**config.mk**
```make
export PLATFORM = sky130hd
export DESIGN_NAME = id_ex_hazard_stage
export DESIGN_NICKNAME = d
export VERILOG_FILES = /design/src/rtl/id_ex_hazard_stage.sv
export SDC_FILE = /design/constraint.sdc
export NUM_CORES = 1
export LEC_CHECK = 0
export ABC_CLOCK_PERIOD_IN_PS = 2200
export CELL_PAD_IN_SITES_DETAIL_PLACEMENT = 1
export CELL_PAD_IN_SITES_GLOBAL_PLACEMENT = 1
export CORE_ASPECT_RATIO = 0.75
export CORE_MARGIN = 4
export CORE_UTILIZATION = 27
export CTS_CLUSTER_DIAMETER = 100
export CTS_CLUSTER_SIZE = 25
export DETAILED_ROUTE_END_ITERATION = 7
export PLACE_DENSITY_LB_ADDON = 0.25
export SLEW_MARGIN = 0
export SYNTH_ARGS = -nofsm -noshare
export SYNTH_HDL_FRONTEND = slang
export SYNTH_SLANG_ARGS = --single-unit
```
**constraint.sdc**
```tcl
create_clock -name clk -period 2.2 [get_ports clk]
set_clock_uncertainty 0.2 [all_clocks]
set_input_delay 0.44 -clock clk [delete_from_list [all_inputs] [get_ports clk]]
set_output_delay 0.44 -clock clk [all_outputs]
set_load 0.05 [all_outputs]
```
**src/rtl/id_ex_hazard_stage.sv**
```systemverilog
// ID/EX pipeline register with load-use hazard detection, one-cycle stall and flush bubble.
// Optional stall counter enabled by defining HAZARD_STALL_COUNT_EN.
module id_ex_hazard_stage #(
  parameter int INSTR_W = 19,
  parameter int DATA_W  = 16,
  parameter int CNT_W   = 16
) (
  input  logic               clk,
  input  logic               rst,
  input  logic [INSTR_W-1:0] IF_ID_instruction,
  input  logic               IF_ID_valid,
  input  logic [DATA_W-1:0]  id_reg_A,
  input  logic [DATA_W-1:0]  id_reg_B,
  input  logic [1:0]         id_alu_B_mux,
  input  logic               flush,
  output logic [INSTR_W-1:0] ID_EX_instruction,
  output logic [DATA_W-1:0]  ID_EX_reg_A,
  output logic [DATA_W-1:0]  ID_EX_reg_B,
  output logic [1:0]         ID_EX_alu_B_mux,
  output logic               ID_EX_valid,
  output logic               pc_write,
  output logic               IF_ID_write,
  output logic [CNT_W-1:0]   stall_count
);

  localparam logic [4:0] OP_LW = 5'b10000;
  localparam logic [4:0] OP_SW = 5'b10001;

  typedef enum logic {RUN = 1'b0, STALL = 1'b1} state_t;

  state_t             state_q, state_d;
  logic [INSTR_W-1:0] instr_q, instr_d;
  logic [DATA_W-1:0]  reg_a_q, reg_a_d;
  logic [DATA_W-1:0]  reg_b_q, reg_b_d;
  logic [1:0]         mux_q, mux_d;
  logic               valid_q, valid_d;

  logic [4:0] id_op;
  logic [2:0] id_a, id_b, ex_dst;
  logic       id_alu, id_imm, id_lw, id_sw;
  logic       id_reads_a, id_reads_b;
  logic       ex_is_lw, hazard, bubble;

  assign id_op  = IF_ID_instruction[18:14];
  assign id_a   = IF_ID_instruction[10:8];
  assign id_b   = IF_ID_instruction[7:5];
  assign ex_dst = instr_q[13:11];

  assign id_alu     = ~id_op[4];
  assign id_imm     = id_op[3];
  assign id_lw      = (id_op == OP_LW);
  assign id_sw      = (id_op == OP_SW);
  assign id_reads_a = id_alu | id_lw | id_sw;
  assign id_reads_b = id_alu & ~id_imm;
  assign ex_is_lw   = (instr_q[18:14] == OP_LW);

  // The SW data register (dst field) is deliberately absent: MEM forwarding covers it.
  assign hazard = valid_q & ex_is_lw & (ex_dst != 3'd0) & IF_ID_valid &
                  ((id_reads_a & (id_a == ex_dst)) | (id_reads_b & (id_b == ex_dst)));

  always_comb begin
    state_d     = state_q;
    bubble      = 1'b0;
    pc_write    = 1'b1;
    IF_ID_write = 1'b1;
    if (flush) begin
      bubble  = 1'b1;
      state_d = RUN;
    end else begin
      case (state_q)
        RUN: begin
          if (hazard) begin
            bubble      = 1'b1;
            pc_write    = 1'b0;
            IF_ID_write = 1'b0;
            state_d     = STALL;
          end
        end
        STALL:   state_d = RUN;
        default: state_d = RUN;
      endcase
    end
  end

  always_comb begin
    instr_d = IF_ID_instruction;
    reg_a_d = id_reg_A;
    reg_b_d = id_reg_B;
    mux_d   = id_alu_B_mux;
    valid_d = IF_ID_valid;
    if (bubble) begin
      instr_d = '0;
      reg_a_d = '0;
      reg_b_d = '0;
      mux_d   = '0;
      valid_d = 1'b0;
    end
  end

  always_ff @(posedge clk or posedge rst) begin
    if (rst) begin
      state_q <= RUN;
      instr_q <= '0;
      reg_a_q <= '0;
      reg_b_q <= '0;
      mux_q   <= '0;
      valid_q <= 1'b0;
    end else begin
      state_q <= state_d;
      instr_q <= instr_d;
      reg_a_q <= reg_a_d;
      reg_b_q <= reg_b_d;
      mux_q   <= mux_d;
      valid_q <= valid_d;
    end
  end

  assign ID_EX_instruction = instr_q;
  assign ID_EX_reg_A       = reg_a_q;
  assign ID_EX_reg_B       = reg_b_q;
  assign ID_EX_alu_B_mux   = mux_q;
  assign ID_EX_valid       = valid_q;

`ifdef HAZARD_STALL_COUNT_EN
  logic [CNT_W-1:0] cnt_q, cnt_d;

  // Saturates at all-ones so a long run never wraps back to a small count.
  always_comb begin
    cnt_d = cnt_q;
    if ((state_q == RUN) && (state_d == STALL) && !(&cnt_q))
      cnt_d = cnt_q + CNT_W'(1);
  end

  always_ff @(posedge clk or posedge rst) begin
    if (rst) cnt_q <= '0;
    else     cnt_q <= cnt_d;
  end

  assign stall_count = cnt_q;
`else
  assign stall_count = '0;
`endif

endmodule

```
==> results.toml <==
[pwr]
power.density_nw_per_um2 = 690
peakVddDrop_mv = 0.360
power.leakage_nw = 1.47

[timing]
worst_pin_slew_ns = 0.586
drv_slew = 0
period_minus_slack_ns = 2.41
final_hold_viol_count = 0
setup_slack_ns = -0.211
setup_viol = 2
period_share = 1.10
relSlewSlack = 0.609
fmax_ghz = 0.415
grt_setup_unrepaired = "yes"

[place]
dp.cells = 361
dp_hpwl_mm = 4.25
postPlaceCellArea_um2 = 3280
preCtsSetupSlack_ns = -0.428
gp_congestion = 0.746
port_buffers = 112

[synthesis]
synth_flop_cell = "dfrtp_1"
synth_edf_count = 0
ys_warn_count = 0
synth.distinct_cells = 18
seq_area_frac_synth = 0.653
syn_area_um2 = 2110
avgSynthCellArea_um2 = 13.5
synth_common_cells = "55 x dfrtp_1, 54 x nor3b_1, 22 x buf_4"
synthTopCellsByArea = "dfrtp_1 65%, nor3b_1 19%, buf_4 7.8%"
yosys.area.top_type = "dfrtp_1"
async_flop_share = 1.00
yosys.area.top_type_share = 0.653
ys_ff_latch = 55
syn_inst = 156
synth_most_common_cell = "dfrtp_1"

[critical_path]
worstSetupStartpointType = "primary input"
crit_type = "in2out"
end_kind = "primary output"
crit_slowest_cell = "clkdlybuf4s50_1"
cp.arrival_ns = 1.77
slowest_delay_ns = 0.49
worstPathCellList = "clkdlybuf4s50_1 > xnor2_1 > nand3_1 > a221oi_4 > nand2b_4 > buf_8"
crit_family = "buffers and inverters"
worst-path-buf-inv = 2
required_ns = 1.56
cp_max_fo = 2

[floorplan]
io_pins = 129
fp-row-count = 27
start_util = 0.282
die_h_um = 84.5
die_w_um = 110
fp.coreArea_um2 = 7470
dieArea_um2 = 9300

[layout]
area_growth_syn_to_layout_pct = 65.9
drive_gt1_frac = 0.141
num_antenna_cells = 0
final_area_um2 = 3500
nNetsFinal = 326
fillers = 800
fin_cells = 371

[routing]
drt_iter0_drc = 21
wl_met1_mm = 2.41
drtPass1Iterations = 5
ant_nets = 0
wl_mm = 6.05
drcViolationCount = 0
wl_met2_mm = 2.70
wl_per_cell_um = 16.3
highest_layer = "met4"
via_per_inst = 4.27
via_count = 1583
met3_length_um = 925

[status]
status = "finished with violations"
violations = "setup timing"

[grt]
grt_max_degree = 56
antenna_found_initial = 0
grt_pass1_vias = 1721
grt_overflow = 0
grt_pass1_wl_mm = 9.47
globalRouteTotalUtil = 0.133

[clock_tree]
cts_buffers = 5
htreeDepth = 2
cts_hold_buf = 0
clk_pin_slew_worst_paths_ns = 0.09
cts_sinks = 55
clkLatencyLatePin_ns = 0.30
cts_tree = "built"
clock-root-buffer = "clkbuf_8"
clk_path_buf_depth = 2

[hold_path]
hp-class = "in2async"

[job]
maxCapViolations = 0
## path summary, 6_finish.rpt
kind | start | end | slack, ns | cells after the start
hold reg to reg | ID_EX_instruction[17] | state_q | 0.96 | 7
setup / recovery | IF_ID_instruction[9] | IF_ID_write | -0.21 | 6
min in group clk | IF_ID_valid | ID_EX_valid | 0.35 | 2
max in group asynchronous | rst | ID_EX_instruction[6] | 1.23 | 3
hold / removal | rst | ID_EX_alu_B_mux[1] | 0.29 | 3
setup reg to reg | ID_EX_instruction[13] | ID_EX_instruction[11] | 0.12 | 7
## per-stage QoR
step	hold slack, ns	total power, W	setup TNS, ns	utilization
2_1_floorplan	0.397	0.00145	-0.0731	-
4_1_cts	0.309	0.00245	-0.452	0.464
6_report	0.292	0.00241	-0.419	0.468
3_5_place_dp	0.646	0.00166	-17.87	0.440
3_3_place_gp	0.641	0.00165	-16.34	0.440
5_1_grt	0.315	0.00254	-0.616	0.468
## report_power, final
group / internal [W] / total, W / switching, W
registers: 0.00106 / 0.00108 / 0.0000221
logic: 0.000211 / 0.000553 / 0.000342
clock network: 0.000455 / 0.000776 / 0.000321
## tightest hold or removal path, delay by kind of cell
family	cells	cell delay, ns
buffers and inverters	3	0.73
## layout make-up
class | instances | area [µm²] | share of cell area
clock buffer | 6 | 72.6 | 0.0208
timing repair buffer | 120 | 1200 | 0.343
multi-input combinational | 86 | 648 | 0.185
tap | 101 | 126 | 0.0361
inverter | 1 | 3.75 | 0.00107
clock inverter | 2 | 60.1 | 0.0172
sequential | 55 | 1390 | 0.397
## per-layer routing
metal	global-route usage	vias to the layer above
li1	-	718
met1	0.169	776
met2	0.202	87
met3	0.0769	2
met4	0.0170	0
met5	0	-
## registers in the layout, indices dropped and copies added (netlist names)
| signal | flops |
|---|---|
| ID_EX_reg_B | 16 |
| ID_EX_valid | 1 |
| ID_EX_reg_A | 16 |
| ID_EX_alu_B_mux | 2 |
| ID_EX_instruction | 19 |
| state_q | 1 |
## placed cells by master (no fill, tap or decap)
cell type        netlist  routed
buf_8                  0       3
or3_4                  0       1
conb_1                 1      16
buf_4                 22      10
buf_12                 0       2
dlymetal6s2s_1         0       1
xnor2_1                6       6
and4b_1                1       1
nand4_1                1       1
a221oi_4               0       1
nor3b_1               54      54
buf_2                  1       1
nand2b_4               0       1
nand3_1                1       1
clkbuf_1               6       1
dlygate4sd2_1          0       8
clkbuf_8               0       5
o311ai_4               0       1
clkdlybuf4s50_1        0      95
dfrtp_1               55      46
bufinv_16              0       2
nor2b_1                1       1
nor4_4                 0       1
inv_2                  0       1
dfrtp_2                0       9
nor2_1                 1       1
## cell families after synthesis
| kind of cell | Yosys count | synth area share |
|---|---|---|
| other cells | 1 | 0.00178 |
| buf+inv | 30 | 0.0932 |
| xor+xnor | 6 | 0.0249 |
| compound gates | 2 | 0.0113 |
| simple gates | 62 | 0.216 |
| flops | 55 | 0.653 |
## timing repair
action / CTS / global route
pin swaps: 4 / 0
hold endpoints to repair: 0 / 0
resized for setup: 17 / 6
endpoints found under the setup margin: 31 / 33
setup buffers: 1 / 1
No activity file was read; power rests on OpenSTA's default activity.
